### config.mk
export PLATFORM = sky130hd
export DESIGN_NAME = touch_adc_responder
export DESIGN_NICKNAME = d
export VERILOG_FILES = /design/src/rtl/touch_adc_responder.sv
export SDC_FILE = /design/constraint.sdc
export NUM_CORES = 1
export LEC_CHECK = 0
export BUFFER_PORTS_ARGS = -buffer_cell sky130_fd_sc_hd__buf_2
export CAP_MARGIN = 5
export CORE_ASPECT_RATIO = 1.4
export CORE_MARGIN = 1
export CORE_UTILIZATION = 59
export CTS_CLUSTER_SIZE = 25
export DETAILED_ROUTE_END_ITERATION = 6
export HOLD_SLACK_MARGIN = 0.12
export PLACE_DENSITY = 0.85
export SETUP_SLACK_MARGIN = 0.15
export SLEW_MARGIN = 0
export SYNTH_ARGS = -nofsm -noshare
export SYNTH_HDL_FRONTEND = slang
export SYNTH_SLANG_ARGS = --single-unit
### constraint.sdc
create_clock -name i_cclk -period 3.82 [get_ports i_cclk]
set_input_delay 0.764 -clock i_cclk [delete_from_list [all_inputs] [get_ports i_cclk]]
set_output_delay 0.764 -clock i_cclk [all_outputs]
set_load 0.005 [all_outputs]
### src/rtl/touch_adc_responder.sv
// rtl/touch_adc_responder.sv - serial-slave model of an ADS7843-style resistive-touch ADC
module touch_adc_responder #(
    parameter int SYNC_STAGES = 2,
    parameter int BUSY_CLKS   = 1
) (
    input  logic        i_cclk,
    input  logic        i_rstb,
    input  logic        i_touch_clk,
    input  logic        i_touch_csb,
    input  logic        i_data_in,
    output logic        o_data_out,
    output logic        o_touch_busy,
    input  logic [11:0] i_x_val,
    input  logic [11:0] i_y_val,
    input  logic [11:0] i_z_val,
    output logic [7:0]  o_last_cmd,
    output logic        o_cmd_valid,
    output logic [7:0]  o_conv_count
);

    typedef enum logic [1:0] {S_IDLE, S_CMD, S_BUSY, S_DATA} state_t;

    state_t                 r_state;
    state_t                 w_state_nxt;
    logic [SYNC_STAGES-1:0] r_clk_sync;
    logic [SYNC_STAGES-1:0] r_csb_sync;
    logic [SYNC_STAGES-1:0] r_din_sync;
    logic                   r_clk_dly;
    logic [7:0]             r_shreg;
    logic [3:0]             r_bit_cnt;
    logic [2:0]             r_busy_cnt;
    logic [11:0]            r_snap;

    logic        w_clk_s;
    logic        w_csb_s;
    logic        w_din_s;
    logic        w_rise;
    logic        w_fall;
    logic [7:0]  w_byte;
    logic        w_last_bit;
    logic        w_busy_done;
    logic [11:0] w_snap_nxt;
    logic        w_data_out_nxt;
    logic        w_busy_nxt;
    logic        w_cmd_valid_nxt;
    logic        w_cmd_load;
    logic        w_conv_inc;
    logic [7:0]  w_shreg_nxt;
    logic [3:0]  w_bit_cnt_nxt;
    logic [2:0]  w_busy_cnt_nxt;

    assign w_clk_s     = r_clk_sync[SYNC_STAGES-1];
    assign w_csb_s     = r_csb_sync[SYNC_STAGES-1];
    assign w_din_s     = r_din_sync[SYNC_STAGES-1];
    assign w_rise      = w_clk_s & ~r_clk_dly;
    assign w_fall      = ~w_clk_s & r_clk_dly;
    assign w_byte      = {r_shreg[6:0], w_din_s};
    assign w_last_bit  = (r_bit_cnt == 4'd7);
    assign w_busy_done = (r_busy_cnt == 3'(BUSY_CLKS));

    // Bring the master's pins into cclk; data_in shares the clock's latency so a rise sees its bit.
    always_ff @(posedge i_cclk or negedge i_rstb) begin
        if (!i_rstb) begin
            r_clk_sync <= '0;
            r_csb_sync <= '0;
            r_din_sync <= '0;
            r_clk_dly  <= 1'b0;
        end else begin
            r_clk_sync <= {r_clk_sync[SYNC_STAGES-2:0], i_touch_clk};
            r_csb_sync <= {r_csb_sync[SYNC_STAGES-2:0], i_touch_csb};
            r_din_sync <= {r_din_sync[SYNC_STAGES-2:0], i_data_in};
            r_clk_dly  <= w_clk_s;
        end
    end

    // Sample chosen by the channel field, truncated to 8 significant bits in MODE=1.
    always_comb begin
        case (w_byte[6:4])
            3'b101:  w_snap_nxt = i_x_val;
            3'b001:  w_snap_nxt = i_y_val;
            3'b011:  w_snap_nxt = i_z_val;
            default: w_snap_nxt = 12'h000;
        endcase
        if (w_byte[3]) w_snap_nxt[3:0] = 4'h0;
    end

    // State register.
    always_ff @(posedge i_cclk or negedge i_rstb) begin
        if (!i_rstb) r_state <= S_IDLE;
        else         r_state <= w_state_nxt;
    end

    // Next state: chip-select deassertion overrides any clock edge seen in the same cycle.
    always_comb begin
        w_state_nxt = r_state;
        if (w_csb_s) begin
            w_state_nxt = S_IDLE;
        end else begin
            case (r_state)
                S_IDLE:  if (w_rise && w_din_s)          w_state_nxt = S_CMD;
                S_CMD:   if (w_rise && w_last_bit)       w_state_nxt = S_BUSY;
                S_BUSY:  if (w_fall && w_busy_done)      w_state_nxt = S_DATA;
                S_DATA:  if (w_fall && r_bit_cnt == 4'd0) w_state_nxt = S_IDLE;
                default:                                  w_state_nxt = S_IDLE;
            endcase
        end
    end

    // Per-state datapath and output updates: rises shift the command in, falls shift the result out.
    always_comb begin
        w_data_out_nxt  = o_data_out;
        w_busy_nxt      = o_touch_busy;
        w_cmd_valid_nxt = 1'b0;
        w_cmd_load      = 1'b0;
        w_conv_inc      = 1'b0;
        w_shreg_nxt     = r_shreg;
        w_bit_cnt_nxt   = r_bit_cnt;
        w_busy_cnt_nxt  = r_busy_cnt;
        if (w_csb_s) begin
            w_data_out_nxt = 1'b0;
            w_busy_nxt     = 1'b0;
            w_bit_cnt_nxt  = 4'd0;
        end else begin
            case (r_state)
                S_IDLE: begin
                    w_data_out_nxt = 1'b0;
                    if (w_rise && w_din_s) begin
                        w_shreg_nxt   = 8'd1;
                        w_bit_cnt_nxt = 4'd1;
                    end
                end
                S_CMD: begin
                    if (w_rise) begin
                        w_shreg_nxt    = w_byte;
                        w_bit_cnt_nxt  = r_bit_cnt + 4'd1;
                        w_busy_cnt_nxt = 3'd0;
                        if (w_last_bit) begin
                            w_cmd_valid_nxt = 1'b1;
                            w_cmd_load      = 1'b1;
                        end
                    end
                end
                S_BUSY: begin
                    if (w_fall) begin
                        if (!w_busy_done) begin
                            w_busy_nxt     = 1'b1;
                            w_busy_cnt_nxt = r_busy_cnt + 3'd1;
                        end else begin
                            w_busy_nxt     = 1'b0;
                            w_data_out_nxt = r_snap[11];
                            w_bit_cnt_nxt  = 4'd11;
                        end
                    end
                end
                S_DATA: begin
                    if (w_fall) begin
                        if (r_bit_cnt == 4'd0) begin
                            w_data_out_nxt = 1'b0;
                            w_conv_inc     = 1'b1;
                        end else begin
                            w_data_out_nxt = r_snap[r_bit_cnt - 4'd1];
                            w_bit_cnt_nxt  = r_bit_cnt - 4'd1;
                        end
                    end
                end
                default: w_data_out_nxt = 1'b0;
            endcase
        end
    end

    // Register the datapath; the snapshot is frozen on the eighth command rise.
    always_ff @(posedge i_cclk or negedge i_rstb) begin
        if (!i_rstb) begin
            o_data_out   <= 1'b0;
            o_touch_busy <= 1'b0;
            o_cmd_valid  <= 1'b0;
            o_last_cmd   <= 8'h00;
            o_conv_count <= 8'h00;
            r_shreg      <= 8'h00;
            r_bit_cnt    <= 4'd0;
            r_busy_cnt   <= 3'd0;
            r_snap       <= 12'h000;
        end else begin
            o_data_out   <= w_data_out_nxt;
            o_touch_busy <= w_busy_nxt;
            o_cmd_valid  <= w_cmd_valid_nxt;
            r_shreg      <= w_shreg_nxt;
            r_bit_cnt    <= w_bit_cnt_nxt;
            r_busy_cnt   <= w_busy_cnt_nxt;
            if (w_cmd_load) begin
                o_last_cmd <= w_byte;
                r_snap     <= w_snap_nxt;
            end
            if (w_conv_inc) o_conv_count <= o_conv_count + 8'd1;
        end
    end

endmodule
== Word level (Yosys, flattened, before mapping) ==
Cells that the tools add are included.
Word-level totals
  bits in registers: 54
  input port bits: 41
  output and inout port bits: 19
  word-level logic and storage cells: 105
Operators by class
  $add $sub $neg: 4
  magnitude comparators: 1
  eq/ne operators: 21
  multiplexer cells: 43
  bitwise gates (word level): 5
  reduce and logical (&&, ||, !) cells: 17
Operators with widths (number)
  $pmux W12 S3: 1
  $mux W4: 8
  $ne A3 B3 Y1 const B: 9
  $mux W1: 18
  $pmux W4 S4: 1
  $mux W7: 2
  $pmux W7 S2: 1
  $reduce_and A4 Y1: 3
  $mux W2: 5
  $mux W3: 3
  $add A8 B1 Y8 const B: 1
  $ne A2 B2 Y1 const B: 4
  $pmux W2 S4: 1
  $reduce_bool A2 Y1: 4
  $eq A3 B1 Y1 const B: 2
  $pmux W3 S2: 1
  $reduce_and A6 Y1: 1
  $lt A4 B5 Y1 const B: 1
  $reduce_and A5 Y1: 1
  $add A4 B1 Y4 const B: 1
  $bmux W1 S4: 1
  $eq A2 B2 Y1 const B: 2
  $eq A4 B3 Y1 const B: 1
  $logic_and A1 B1 Y1: 4
  12 further kinds: 15

== Logic depth before layout (Yosys ltp) ==
  depth in word-level cells: 7
  depth in mapped cells: 9
  depth with buffers taken out: 8

== Worst setup path after synthesis ==
Ideal clock, no wire load.
  kind: reg-to-reg
  start: register r_bit_cnt[0]
  end: register o_conv_count[7]
  library setup time: 0.123 ns
  arrival: 1.762 ns
  data required time: 3.697 ns
  path slack: 1.935 ns
  cell stages (with the launch flop): 10
  buffers on the path: 2
  clock period less this slack: 1.885 ns
  cell sequence: dfrtp_1 buf_4 inv_1 ha_1 nor3b_1 and3_1 buf_4 and3_1 nand4_1 xnor2_1
Between the ends
  cells in the longest elaborated chain, start to end: 5
Ends and longest elaborated chain
  start, declared: RTL line 30  | logic [3:0] r_bit_cnt;
  start signal, assigned: RTL line 188  | r_bit_cnt <= w_bit_cnt_nxt;
  $logic_not A4 Y1: RTL line 157  | if (r_bit_cnt == 4'd0) begin
  $mux W1: RTL line 157
  $mux W1: RTL line 156  | if (w_fall) begin
  $mux W1: RTL line 124  | case (r_state)
  $mux W1: RTL line 119  | if (w_csb_s) begin
  end signal, assigned: RTL line 194  | if (w_conv_inc) o_conv_count <= o_conv_count + 8'd1;
  end, declared: RTL line 18  | output logic [7:0] o_conv_count
Every way passes these cells.
A chain may end at the register's enable or synchronous reset.

== Worst setup path after layout ==
  start: register r_state[1]
  end: register r_snap[2]
Between the ends
  cells in the longest elaborated chain, start to end: 3
Ends and longest elaborated chain
  start, declared: RTL line 23  | state_t r_state;
  start signal, assigned: RTL line 90  | else r_state <= w_state_nxt;
  $eq A2 B1 Y1: RTL line 124
  $mux W1: RTL line 124
  $mux W1: RTL line 119
  named net w_cmd_load: RTL line 46  | logic w_cmd_load;
  end signal, assigned: RTL line 192  | r_snap <= w_snap_nxt;
  end, declared: RTL line 32  | logic [11:0] r_snap;
The timed path passes the listed nets, and every way through them passes these cells.

==> flow_metrics.env <==
export IMPL_leakagePower_nw=1.61
export IMPL_hp_class="register to register"
export IMPL_finalCritPeriodShare=0.644
export IMPL_ys_async_sr_fraction=1.00
export IMPL_drtIter0Drc=87
export IMPL_syn2layout_area_growth_pct=14.7
export IMPL_grt_overflow_total=0
export IMPL_cts_tree="yes"
export IMPL_path_max_fanout=26
export IMPL_routedWlPerCell_um=14.9
export IMPL_drt_wl_total_um=6000
export IMPL_crit_path_end_kind="register"
export IMPL_cts_resized=0
export IMPL_fin_skew_ns=0.0136
export IMPL_fillers=345
export IMPL_r2r_start="r_state[1]$_DFFE_PN0P_"
export IMPL_die_h_um=84.9
export IMPL_r2r_cells=7
export IMPL_rsz0062_at_grt="no"
export IMPL_grt_pass1_wl_um=9930
export IMPL_fmax_mhz=407
export IMPL_synth_edff_count=0
export IMPL_drc=0
export IMPL_ys_flop_type="dfrtp_1"
export IMPL_cts_root_buf="clkbuf_8"
export IMPL_fin_tns_setup_ns=0
export IMPL_cts_inserted_buffers=5
export IMPL_worst_pin_slew_ns=0.741
export IMPL_seq_area_frac_synth=0.466
export IMPL_hold_violations=0
export IMPL_syn_nets=339
export IMPL_synth_area_leaders="dfrtp_1 (47%), nand2_1 (5.8%), mux2i_1 (4.8%), a22o_1 (4.5%), o21ai_0 (4.0%)"
export IMPL_setup_worst_path_class="register to register"
export IMPL_multiInputGateArea_sq_um=1410
export IMPL_cts_buffer_depth=2
export IMPL_clock_latency_ns=0.32
export IMPL_max_cap_violations=0
export IMPL_required_ns=4.07
export IMPL_crit_path_start_kind="register"
export IMPL_ios=60
export IMPL_die_x_um=61.2
export IMPL_rows=29
export IMPL_synth_largest_area_cell="dfrtp_1"
export IMPL_ant_nets=0
export IMPL_finalNonFillerCells=403
export IMPL_synth_top_area_frac=0.466
export IMPL_critPathLaunch="r_state[1]$_DFFE_PN0P_"
export IMPL_cp_slowest_cell="ha_1"
export IMPL_avgSynthCellArea_sq_um=10.0
export IMPL_antenna_found_initial=0
export IMPL_grt_pass1_vias=2197
export IMPL_drive_above_1_share=0.243
export IMPL_max_stage_delay_ns=0.57
export IMPL_cts_setup_buffers=0
export IMPL_vias=2340
export IMPL_clock_sinks=54
export IMPL_diodes=0
export IMPL_crit_chain="inv_1 > ha_1 > nand3_4 > inv_2 > and3_1 > and2_4 > a22o_1"
export IMPL_dp_hpwl_um=4330
export IMPL_cts_hold_buffers=0
export IMPL_arrival_ns=2.71
export IMPL_powerDensity_nw_per_um2=469
export IMPL_hold_start="r_csb_sync[0]$_DFF_PN0_"
export IMPL_fin_crit_ns=2.46
export IMPL_fp_coreArea_sq_um=4610
export IMPL_dpl_worst_slack_ns=1.44
export IMPL_final_max_slew_viol_count=0
export IMPL_holdWs_ns=0.363
export IMPL_final_common_cell="buf_2"
export IMPL_maxSlewHeadroom=0.504
export IMPL_netlist_area_sq_um=2900
export IMPL_synth_cell_types=49
export IMPL_synth_cells=289
export IMPL_regArea_sq_um=1350
export IMPL_dieArea_sq_um=5200
export IMPL_mostFrequentLayoutCells="buf_2 (59), dfrtp_1 (54), nand2_1 (45)"
export IMPL_grt_max_degree=29
export IMPL_place_inst=395
export IMPL_setup_violations=0
export IMPL_ys_ff_latch=54
export IMPL_gp_congestion=0.853
export IMPL_whs_path_depth=0
export IMPL_setup_ws_ns=1.36
export IMPL_grt_total_usage=0.259
export IMPL_status="completed"
export IMPL_htreeDepth=2
export IMPL_vias_per_cell=5.81
export IMPL_nets=390
export IMPL_ir_worst_vdd_mv=0.298
export IMPL_yosysWarningCount=0
export IMPL_clkTransAtPathRegs_ns=0.09
export IMPL_initial_core_util=0.629
export IMPL_io_buffers=59
export IMPL_first_pass_iters=4
## worst paths after layout
| check | endpoint | slack [ns] |
|---|---|---|
| worst max-delay path | r_snap[2]$_DFFE_PN0P_ | 1.36 |
| worst max register to register | r_snap[2]$_DFFE_PN0P_ | 1.36 |
| max in group asynchronous | o_last_cmd[7]$_DFFE_PN0P_ | 2.61 |
| worst min-delay path | r_csb_sync[1]$_DFF_PN0_ | 0.36 |
| worst min register to register | r_csb_sync[1]$_DFF_PN0_ | 0.36 |
| min in group asynchronous | r_bit_cnt[2]$_DFFE_PN0P_ | 0.44 |
## sequential cells by signal, summed over array words and instances, names as in the netlist, 2 cells and up
| register | count |
|---|---|
| o_last_cmd | 8 |
| r_csb_sync | 2 |
| r_snap | 12 |
| r_state | 2 |
| r_busy_cnt | 3 |
| r_clk_sync | 2 |
| r_din_sync | 2 |
| o_conv_count | 8 |
| r_bit_cnt | 4 |
| r_shreg | 7 |
## power by group
| group | total [W] | switching, W | internal [W] |
|---|---|---|---|
| clock network | 0.000403 | 0.000187 | 0.000216 |
| registers | 0.000700 | 0.0000813 | 0.000619 |
| logic | 0.000456 | 0.000262 | 0.000195 |
| total | 0.00156 | 0.000530 | 0.00103 |
## synth_stat cells (all sizes together) (2+ instances only)
library cell	count
o31ai	2
a21oi	3
ha	9
dfrtp	54
nand4bb	2
o21ai	24
a221oi	3
buf	10
xnor2	7
a31o	2
mux2	3
clkbuf	7
nor2b	6
nor2	9
nor3	9
and2	3
mux2i	14
nand2b	4
a22o	15
a211oi	3
nand2	45
nor4	4
inv	15
a21o	5
and3	4
nand4	4
mux4	3
nand3	7
## per-layer routing
metal,global-route usage,vias to the layer above,share of wire
met4,0.124,0,0.026
met5,0,-,0
met1,0.310,1104,0.40
met3,0.0427,16,0.044
met2,0.438,92,0.53
li1,-,1128,-
## per-stage QoR
step | total power, W | area (sq um) | util
after floorplan | 0.00104 | 2900 | -
after global placement | 0.00114 | 3200 | 0.695
after detailed placement | 0.00115 | 3200 | 0.695
after CTS | 0.00156 | 3320 | 0.721
after global routing | 0.00164 | 3320 | 0.721
final | 0.00156 | 3320 | 0.721
## worst max-delay path: cells and delay by family (launching register included)
family	cells	cell delay (ns)
and+or+nand+nor	3	0.98
adders and majority gates	1	0.57
DFF	1	0.42
buffers and inverters	2	0.31
AOI/OAI and AO/OA	1	0.12
## cell families (layout without fill, tap and decap cells)
logic type	after synthesis	after routing	share of synthesized area
buffers and inverters	32	84	0.0479
AND/OR/NAND/NOR	102	102	0.184
XOR/XNOR	8	8	0.0242
flip-flops	54	54	0.466
multiplexers	20	20	0.0833
adder cells (fa/ha/maj)	9	9	0.0389
AO/OA/AOI/OAI	64	64	0.155
## final cells by class
| class | count | share of cell area |
|---|---|---|
| inverters | 15 | 0.0169 |
| well taps | 62 | 0.0233 |
| multi-input cells | 203 | 0.423 |
| repair buffers | 61 | 0.0933 |
| clock inverters | 2 | 0.0117 |
| clock buffers | 6 | 0.0248 |
| flip-flops and latches | 54 | 0.406 |
No activity file was read; power rests on OpenSTA's default activity.
